## src/rtl/trap_redirect_ctrl_pkg.sv

```systemverilog
// trap_pkg: cause encodings and FSM states shared by the trap redirect controller
package trap_pkg;
  localparam logic [2:0] CAUSE_NONE     = 3'd0;
  localparam logic [2:0] CAUSE_MRET     = 3'd1;
  localparam logic [2:0] CAUSE_ECALL    = 3'd2;
  localparam logic [2:0] CAUSE_EBREAK   = 3'd3;
  localparam logic [2:0] CAUSE_MIS      = 3'd4;
  localparam logic [2:0] CAUSE_JALR_MIS = 3'd5;
  localparam logic [2:0] CAUSE_J_MIS    = 3'd6;
  typedef enum logic [1:0] {ST_IDLE, ST_REDIRECT, ST_FLUSH} state_t;
endpackage

```

## src/rtl/trap_cause_prio.sv

```systemverilog
// trap_cause_prio: priority encoder from the six take pulses to {any_take, cause}
module trap_cause_prio
  import trap_pkg::*;
(
  input  logic       ecall_take,
  input  logic       ebreak_take,
  input  logic       mret_take,
  input  logic       misalign_take,
  input  logic       jalr_misalign_take,
  input  logic       j_misalign_take,
  output logic       any_take,
  output logic [2:0] cause
);
  assign any_take = ecall_take | ebreak_take | mret_take | misalign_take | jalr_misalign_take | j_misalign_take;
  assign cause = j_misalign_take    ? CAUSE_J_MIS    :
                 jalr_misalign_take ? CAUSE_JALR_MIS :
                 misalign_take      ? CAUSE_MIS      :
                 ebreak_take        ? CAUSE_EBREAK   :
                 ecall_take         ? CAUSE_ECALL    :
                 mret_take          ? CAUSE_MRET     : CAUSE_NONE;
endmodule

```

## src/rtl/trap_redirect_ctrl.sv

```systemverilog
// trap_redirect_ctrl: turns trap/return take pulses into one fetch redirect plus a flush window (optional counter: TRAP_REDIRECT_CNT_EN)
module trap_redirect_ctrl
  import trap_pkg::*;
#(
  parameter int XLEN         = 32,
  parameter int FLUSH_CYCLES = 2,
  parameter int CNT_W        = 16
) (
  input  logic             clk,
  input  logic             rst_n,
  input  logic             ecall_take,
  input  logic             ebreak_take,
  input  logic             mret_take,
  input  logic             misalign_take,
  input  logic             jalr_misalign_take,
  input  logic             j_misalign_take,
  input  logic [XLEN-1:0]  trap_addr,
  input  logic             fetch_ready,
  output logic             redirect_valid,
  output logic [XLEN-1:0]  redirect_pc,
  output logic             flush_if,
  output logic             flush_id,
  output logic             flush_ex,
  output logic             stall_pipe,
  output logic [2:0]       trap_cause,
  output logic             trap_busy,
  output logic [CNT_W-1:0] trap_count
);
  localparam int FC_W = FLUSH_CYCLES > 1 ? $clog2(FLUSH_CYCLES) : 1;
  localparam logic [FC_W-1:0] FC_LOAD = FC_W'(FLUSH_CYCLES > 0 ? FLUSH_CYCLES - 1 : 0);
  logic            any_take;
  logic [2:0]      cause;
  state_t          state;
  logic [FC_W-1:0] flush_cnt;
  logic            flush;
  trap_cause_prio u_prio (
    .ecall_take         (ecall_take),
    .ebreak_take        (ebreak_take),
    .mret_take          (mret_take),
    .misalign_take      (misalign_take),
    .jalr_misalign_take (jalr_misalign_take),
    .j_misalign_take    (j_misalign_take),
    .any_take           (any_take),
    .cause              (cause)
  );
  assign flush_if = flush;
  assign flush_id = flush;
  assign flush_ex = flush;
  // Redirect FSM: capture in IDLE, hold request until fetch accepts, then count down the flush window
  always_ff @(posedge clk or negedge rst_n) begin
    if (!rst_n) begin
      state          <= ST_IDLE;
      flush_cnt      <= '0;
      redirect_valid <= 1'b0;
      redirect_pc    <= '0;
      flush          <= 1'b0;
      stall_pipe     <= 1'b0;
      trap_cause     <= CAUSE_NONE;
      trap_busy      <= 1'b0;
    end else begin
      case (state)
        ST_IDLE: if (any_take) begin
          state          <= ST_REDIRECT;
          redirect_pc    <= trap_addr & ~XLEN'(3);
          trap_cause     <= cause;
          redirect_valid <= 1'b1;
          flush          <= 1'b1;
          stall_pipe     <= 1'b1;
          trap_busy      <= 1'b1;
        end
        ST_REDIRECT: if (fetch_ready) begin
          redirect_valid <= 1'b0;
          stall_pipe     <= 1'b0;
          if (FLUSH_CYCLES > 0) begin
            state     <= ST_FLUSH;
            flush_cnt <= FC_LOAD;
          end else begin
            state     <= ST_IDLE;
            flush     <= 1'b0;
            trap_busy <= 1'b0;
          end
        end
        ST_FLUSH: if (flush_cnt == '0) begin
          state     <= ST_IDLE;
          flush     <= 1'b0;
          trap_busy <= 1'b0;
        end else begin
          flush_cnt <= flush_cnt - 1'b1;
        end
        default: state <= ST_IDLE;
      endcase
    end
  end
`ifdef TRAP_REDIRECT_CNT_EN
  // Count accepted redirect handshakes, wrapping naturally at the counter width
  always_ff @(posedge clk or negedge rst_n) begin
    if (!rst_n) trap_count <= '0;
    else if (state == ST_REDIRECT && fetch_ready) trap_count <= trap_count + 1'b1;
  end
`else
  assign trap_count = '0;
`endif
endmodule

```

## config.mk

```make
export PLATFORM = sky130hd
export DESIGN_NAME = trap_redirect_ctrl
export DESIGN_NICKNAME = d
export VERILOG_FILES = /design/src/rtl/trap_redirect_ctrl_pkg.sv /design/src/rtl/trap_cause_prio.sv /design/src/rtl/trap_redirect_ctrl.sv
export SDC_FILE = /design/constraint.sdc
export NUM_CORES = 1
export LEC_CHECK = 0
export BUFFER_PORTS_ARGS = -buffer_cell sky130_fd_sc_hd__clkbuf_2
export CORE_AREA = 3 3 59 82
export CTS_CLUSTER_SIZE = 24
export DETAILED_ROUTE_END_ITERATION = 12
export DIE_AREA = 0 0 62 85
export HOLD_SLACK_MARGIN = 0.05
export PLACE_DENSITY = 0.76
export SLEW_MARGIN = 5
export SYNTH_ARGS = -nofsm -noshare
export SYNTH_HDL_FRONTEND = slang
export SYNTH_SLANG_ARGS = --single-unit
```

## constraint.sdc

```tcl
create_clock -name clk -period 1.7 [get_ports clk]
set_input_delay 0.51 -clock clk [delete_from_list [all_inputs] [get_ports clk]]
set_output_delay 0.51 -clock clk [all_outputs]
set_load 0.005 [all_outputs]
```

# Word-level counts from Yosys, hierarchy flattened
# Index checks and enable logic that the tools add are counted.
[word_totals]
out_inout_bits = 57
elab_cells = 44
input_bits = 41
register_bits = 38
[op_classes]
reduce_logical = 9
n_eq_ne = 5
bitwise_logic = 5
mux = 18
add_sub_neg = 1
[ops]
columns = ["cell", "n"]
rows = [
  ["$mux 3", 5],
  ["$reduce_and 3->1", 3],
  ["$mux 1", 6],
  ["$mux 2", 3],
  ["$ne 2x2->1 const B", 3],
  ["$pmux 1 s2", 3],
  ["$pmux 2 s3", 1],
  ["$reduce_bool 2->1", 3],
  ["$or 1x1->1", 5],
  ["$reduce_and 2->1", 2],
  ["$eq 2x1->1 const B", 1],
  ["$eq 2x2->1 const B", 1],
  ["$logic_not 2->1", 1],
  ["$sub 1x1->1 const B", 1],
]

# Longest topological paths before layout
# Gate-level depths: netlist of run 1.
[logic_depth]
ltp_word = 7
ltp_mapped = 6

# By module
# Synthesis of run 1 repeated with hierarchy kept, for this count alone.
[unflattened]
hier_cells = 124
hier_area_um2 = 1818.0
[modules_own_cells]
columns = ["module", "seq_area_each_um2", "area_each_um2", "cells_per_inst", "instances"]
rows = [
  ["trap_redirect_ctrl", 950.9, 1761.7, 115, 1],
  ["trap_cause_prio", 0.0, 56.3, 9, 1],
]

# Least setup slack after synthesis of run 1
# OpenSTA, ideal clock, no wires.
[synth_timing]
path_type = "input to register"
start = "in jalr_misalign_take"
end = "reg redirect_pc[10]"
setup_slack_ns = -0.204
t_required_ns = 1.575
cell_stages = 5
arrival_time_ns = 1.779
cell_sequence = "or3_4 > o41a_1 > buf_6 > buf_12 > mux2_4"
[synth_via]
elab_chain_len = 3
[synth_rtl]
columns = ["item", "line", "text"]
rows = [
  ["from (decl)", "trap_redirect_ctrl.sv:15", "input logic jalr_misalign_take,"],
  ["$or 1x1->1 (2 in a row)", "trap_cause_prio.sv:14", "assign any_take = ecall_take | ebreak_take | mret_take | misalign_take | jalr_misalign_take | j_misalign_take;"],
  ["$reduce_and 2->1 (no line)", "--", ""],
  ["to (signal assigned)", "trap_redirect_ctrl.sv:64", "redirect_pc <= trap_addr & ~XLEN'(3);"],
  ["to (decl)", "trap_redirect_ctrl.sv:20", "output logic [XLEN-1:0] redirect_pc,"],
]
# Every way passes these cells.
# A chain may end at the register's enable or synchronous reset.

# Final worst setup path of run 1
[layout_timing]
start = "in jalr_misalign_take"
end = "reg redirect_pc[3]"
# Same word-level chain as after synthesis.

==> impl_metrics.ini, run 1 <==
[detailed_routing]
via_per_inst = 4.32
drtIter0Drc = 22
drtAntennaViolNets = 0
dr.pass1.iters = 4
wl_per_cell_um = 13.7
vias = 1189
drc_errors = 0
totalWireLength_um = 3770

[flow_run]
maxCapViolations = 0

[sta]
fin_skew_ns = 0.00886
hold_violations = 0
finalCritPeriodShare_pct = 102
min_period_ns = 1.73
setup_slack_ns = -0.0268
setup_viol = 26
grt_setup_unrepaired = yes
maxSlewViolCount = 0
max_freq_mhz = 579

[power]
cellPowerDensity_nw_per_um2 = 1920
pwr-share-clk_pct = 19.6
p_int_uw = 3300
switching_share_pct = 29.2
pwr-share-comb_pct = 45.5
power_leakage_uw = 0.00127
seqPwrFrac_pct = 34.9
vdd_drop_max_mv = 0.885
p_sw_uw = 1360
power_uw = 4650

[yosys]
post_synth_num_cell_types = 23
synth_area_per_cell_um2 = 14.5
ys_seq_area_share_pct = 52.8
synth_top_area_share_pct = 52.8
synth_flop_cell = dfrtp_1
syn_inst = 124
synth_top_cell_by_area = dfrtp_1
synth_area_leaders = dfrtp_1 (53%), mux2_4 (22%), buf_4 (9.2%)
synth_common_cells = dfrtp_1 (38), mux2_4 (26), buf_4 (22)
syn-cell-area_um2 = 1800
ys_ff_latch = 38
synth_edf_count = 0
post-synth-top-count-cell = dfrtp_1
ys_async_sr_fraction_pct = 100
yosysWarnings = 0

[place]
placed_cells = 263
io_buffers = 77
dp_hpwl_um = 2840
gp_congestion = 0.716

[clock_network]
cts_max_level = 2
path_clk_slew_ns = 0.08
cts_root_buffer = clkbuf_8
clk_latency_ns = 0.29
clk_path_buf_depth = 2
cts_buffers = 5
cts_hold_buf = 0
cts_tree = done
numClockSinks = 38

[global_routing]
overflow = 0
grt_max_degree = 17
grt_pass1_wl_um = 5870
grt_pass1_vias = 1257
gr-usage-all-layers_pct = 14.8
grt_antenna_before_repair = 0

[final_layout]
fin_cells = 275
drive_gt1_share_pct = 62.3
fillers = 367
fin_nets = 255
syn_to_final_growth_pct = 34.5
antenna_cells = 0

[setup_path]
cp-end-kind = flip-flop
path_max_fanout = 7
start_kind = input pin
arrival_ns = 1.91
crit_required_ns = 1.88
worst-setup-path-type = input pin to flip-flop

[die]
rows = 28
initial_core_util_pct = 42.5
ios = 98
die_w_um = 62
core_area_um2 = 4240
dieHeight_um = 85
dieArea_um2 = 5270

[outcome]
violations = setup timing
status = finished with violations

[worst_hold_path]
hp-class = input pin to async pin
-- cell usage in the layout, fill, tap and decap left out, types with 2 or more instances in the layout --
| cell type | count |
|---|---|
| o31ai_1 | 4 |
| mux2_4 | 26 |
| buf_4 | 12 |
| o21ai_0 | 3 |
| nand2_1 | 2 |
| nor2_1 | 2 |
| clkbuf_2 | 76 |
| mux2_2 | 5 |
| buf_6 | 2 |
| inv_1 | 5 |
| conb_1 | 18 |
| bufinv_16 | 2 |
| nor2b_1 | 2 |
| clkbuf_8 | 5 |
| dfrtp_1 | 38 |
-- registers in the layout (all words and copies together), names as in the netlist --
signal	cells
flush_cnt	1
flush_ex	1
redirect_pc	30
stall_pipe	1
state	2
trap_cause	3
-- per-stage QoR --
| stage | hold WS (ns) | cell area, µm² | setup WS [ns] | setup TNS (ns) | utilization (%) |
|---|---|---|---|---|---|
| 2_1_floorplan | 0.214 | 1860 | -0.204 | -5.69 | - |
| 3_3_place_gp | 0.454 | 2200 | -0.345 | -11.01 | 51.8 |
| 3_5_place_dp | 0.465 | 2200 | -0.357 | -11.35 | 51.8 |
| 4_1_cts | 0.142 | 2370 | -0.0242 | -0.158 | 56.0 |
| 5_1_grt | 0.160 | 2420 | -0.0308 | -0.628 | 57.1 |
| 6_report | 0.135 | 2420 | -0.0268 | -0.415 | 57.1 |
-- logic make-up (layout without fill, tap and decap cells) --
kind of cell / after synthesis / count (layout) / share of synthesized area, %
AOI/OAI and AO/OA: 10 / 10 / 3.96
DFF: 38 / 38 / 52.8
and+or+nand+nor: 11 / 11 / 3.75
other: 1 / 18 / 0.208
muxes: 32 / 32 / 25.4
buffers and inverters: 32 / 106 / 13.9
-- layer usage --
| layer | up-vias | track usage, % | wire, µm |
|---|---|---|---|
| met4 | 0 | 3.47 | 36 |
| met3 | 5 | 4.41 | 208 |
| met5 | - | 0 | 0 |
| met1 | 578 | 17.0 | 1420 |
| li1 | 564 | - | - |
| met2 | 42 | 25.8 | 2100 |
-- layout make-up --
| cell class | count | area [µm²] | area share (%) |
|---|---|---|---|
| sequential | 38 | 951 | 39.3 |
| inverter | 5 | 18.8 | 0.775 |
| clock inverter | 3 | 68.8 | 2.84 |
| timing repair buffer | 93 | 566 | 23.4 |
| clock buffer | 5 | 68.8 | 2.84 |
| tap | 60 | 75.1 | 3.10 |
| multi-input combinational | 71 | 673 | 27.8 |
-- path summary, 6_finish.rpt --
kind / from / endpoint / slack [ns] / depth (start not counted)
min reg2reg: redirect_pc[23] / redirect_pc[23] / 0.51 / 1
max reg2reg: state[1] / redirect_pc[2] / 0.21 / 4
min in group clk: fetch_ready / state[0] / 0.41 / 2
max: jalr_misalign_take / redirect_pc[3] / -0.03 / 5
min: rst_n / redirect_pc[14] / 0.14 / 1
max in group asynchronous: rst_n / redirect_pc[6] / 1.02 / 2
-- repair_timing --
action	CTS	global route
endpoints found under the setup margin	31	26
pin swaps	0	0
buffers inserted	0	2
gates cloned	1	1
gates resized for setup	3	1
-- power by group through the flow --
stage	logic, µW	registers, µW	clock network (µW)
floorplan	1350	1650	0
global placement	1890	1620	0
detailed placement	1940	1640	0
CTS	2070	1630	938
global route	2300	1690	987
finish	2120	1620	914
-- worst max-delay path, stage by stage --
cell       delay (ns)
buf_6            0.09
or3_4            0.38
o41a_4           0.43
clkbuf_16        0.20
mux2_4           0.30
Note: power is estimated with default switching activity, not from simulation.
==> inputs of run 2 (changes only) <==
- PLACE_DENSITY: 0.76 -> not set
- PLACE_DENSITY_LB_ADDON: not set -> 0.15
==> run 2 against run 1 <==
  * Critical path depth unchanged
  * Via count down 0.25%
  * Total power down 8.9%
  * Clock skew down 0.0050 ns
  * Setup slack better by 0.0063 ns
  * Clock power down 31%
  * Sequential share of layout area up 1.5 points
  * Highest routed layer unchanged
  * The flow still finishes with violations (setup timing)
  * Core utilization down 2.1 points
  * Worst hold slack worse by 0.022 ns
==> impl_metrics.ini, run 2 (synthesis gave the netlist of run 1 again) <==
[detailed_routing]
drtAntennaViolNets = 0
wl_per_cell_um = 13.3
vias = 1186
totalWireLength_um = 3600
via_per_inst = 4.39
dr.pass1.iters = 3
drc_errors = 0
drtIter0Drc = 38

[global_routing]
grt_pass1_vias = 1165
overflow = 0
grt_pass1_wl_um = 5640
grt_antenna_before_repair = 0
grt_max_degree = 28
gr-usage-all-layers_pct = 14.7

[final_layout]
regMostFlops = redirect_pc
largest_reg_flops = 30
finalInstanceArea_um2 = 2330
fin_nets = 250
antenna_cells = 0
largest_registers = redirect_pc (30), trap_cause (3), state (2)
drive_gt1_share_pct = 61.4
final_common_cell = clkbuf_2
syn_to_final_growth_pct = 29.5
layout_common_cells = clkbuf_2 (76), dfrtp_1 (38), mux2_4 (26)

[setup_path]
critical-path-top-delay-family = compound AO/OA/AOI/OAI gates
start_kind = input pin
r2r_cells = 4
path_max_fanout = 18
crit_required_ns = 1.86
arrival_ns = 1.88
max_stage_delay_ns = 0.40
r2r_slack_ns = 0.22
cpMaxStageDelayCell = o41a_4
cp.buffers_inverters = 2
cp-end-kind = flip-flop
r2r-start = state[1]
reg2reg_to = redirect_pc[29]
worst-setup-path-type = input pin to flip-flop
crit_chain = buf_6 -> or3_4 -> o41a_4 -> buf_12 -> mux2_4

[clock_network]
clk_path_buf_depth = 2
cts_buffers = 5
numClockSinks = 38
cts_tree = done
cts_hold_buf = 0
clk_latency_ns = 0.28
cts_max_level = 2
path_clk_slew_ns = 0.07
cts_root_buffer = clkbuf_8

[power]
power_leakage_uw = 0.00122
cellPowerDensity_nw_per_um2 = 1820
power_uw = 4240
vdd_drop_max_mv = 1.01

[die]
initial_core_util_pct = 42.5
rows = 28
dieArea_um2 = 5270
dieHeight_um = 85
die_w_um = 62
ios = 98
core_area_um2 = 4240

[sta]
max_freq_mhz = 581
setup_slack_ns = -0.0206
min_period_ns = 1.72
maxSlewViolCount = 0
hold_violations = 0
grt_setup_unrepaired = yes
setup_viol = 21
finalCritPeriodShare_pct = 101
fin_skew_ns = 0.00383

[outcome]
violations = setup timing
status = finished with violations

[flow_run]
maxCapViolations = 0

[place]
gp_congestion = 0.685
dp_slack_ns = -0.369
io_buffers = 77
place_area_um2 = 2190
dp_hpwl_um = 2690

[worst_hold_path]
hp-class = input pin to async pin
run 2: layout make-up:
cell class,count,area [µm²]
clock inverter,2,12.5
multi-input combinational,71,673
inverter,5,18.8
timing repair buffer,88,519
sequential,38,951
tap,60,75.1
clock buffer,6,82.6
fill,386,1910
run 2: routing by layer:
layer / share of wire [%] / up-vias / global-route usage [%]
met5: 0 / - / 0
met4: 1.7 / 0 / 6.37
met3: 7.4 / 4 / 5.18
met2: 55 / 50 / 24.7
met1: 36 / 581 / 15.9
li1: - / 551 / -
run 2: how the worst max path moves through the flow:
stage,from,to,slack (ns),depth (start not counted)
6_report,jalr_misalign_take,redirect_pc[27],-0.02,5
5_1_grt,jalr_misalign_take,redirect_pc[27],-0.03,5
4_1_cts,jalr_misalign_take,redirect_pc[17],-0.02,5
3_5_place_dp,jalr_misalign_take,redirect_pc[17],-0.37,5
3_3_place_gp,jalr_misalign_take,redirect_pc[6],-0.34,5
2_1_floorplan,jalr_misalign_take,redirect_pc[10],-0.20,5
run 2: power by group:
group	switching (µW)	internal, µW	leakage, µW
Sequential	259	1370	0.000439
Combinational	738	1250	0.000739
Clock	304	326	0.0000472
run 2: stage by stage:
step | setup TNS [ns] | util [%] | hold slack, ns | cells
after global placement | -11.08 | 51.8 | 0.416 | 261
after CTS | -0.312 | 54.9 | 0.112 | 270
after global routing | -0.420 | 55.0 | 0.125 | 270
after detailed placement | -11.94 | 51.8 | 0.423 | 261
after floorplan | -5.69 | - | 0.214 | 141
final | -0.253 | 55.0 | 0.114 | 270
run 2: timing repair:
action,in CTS,in global routing
gates cloned,1,0
endpoints found under the setup margin,31,30
resized for setup,2,1
setup buffers,0,0
pin swaps,0,0
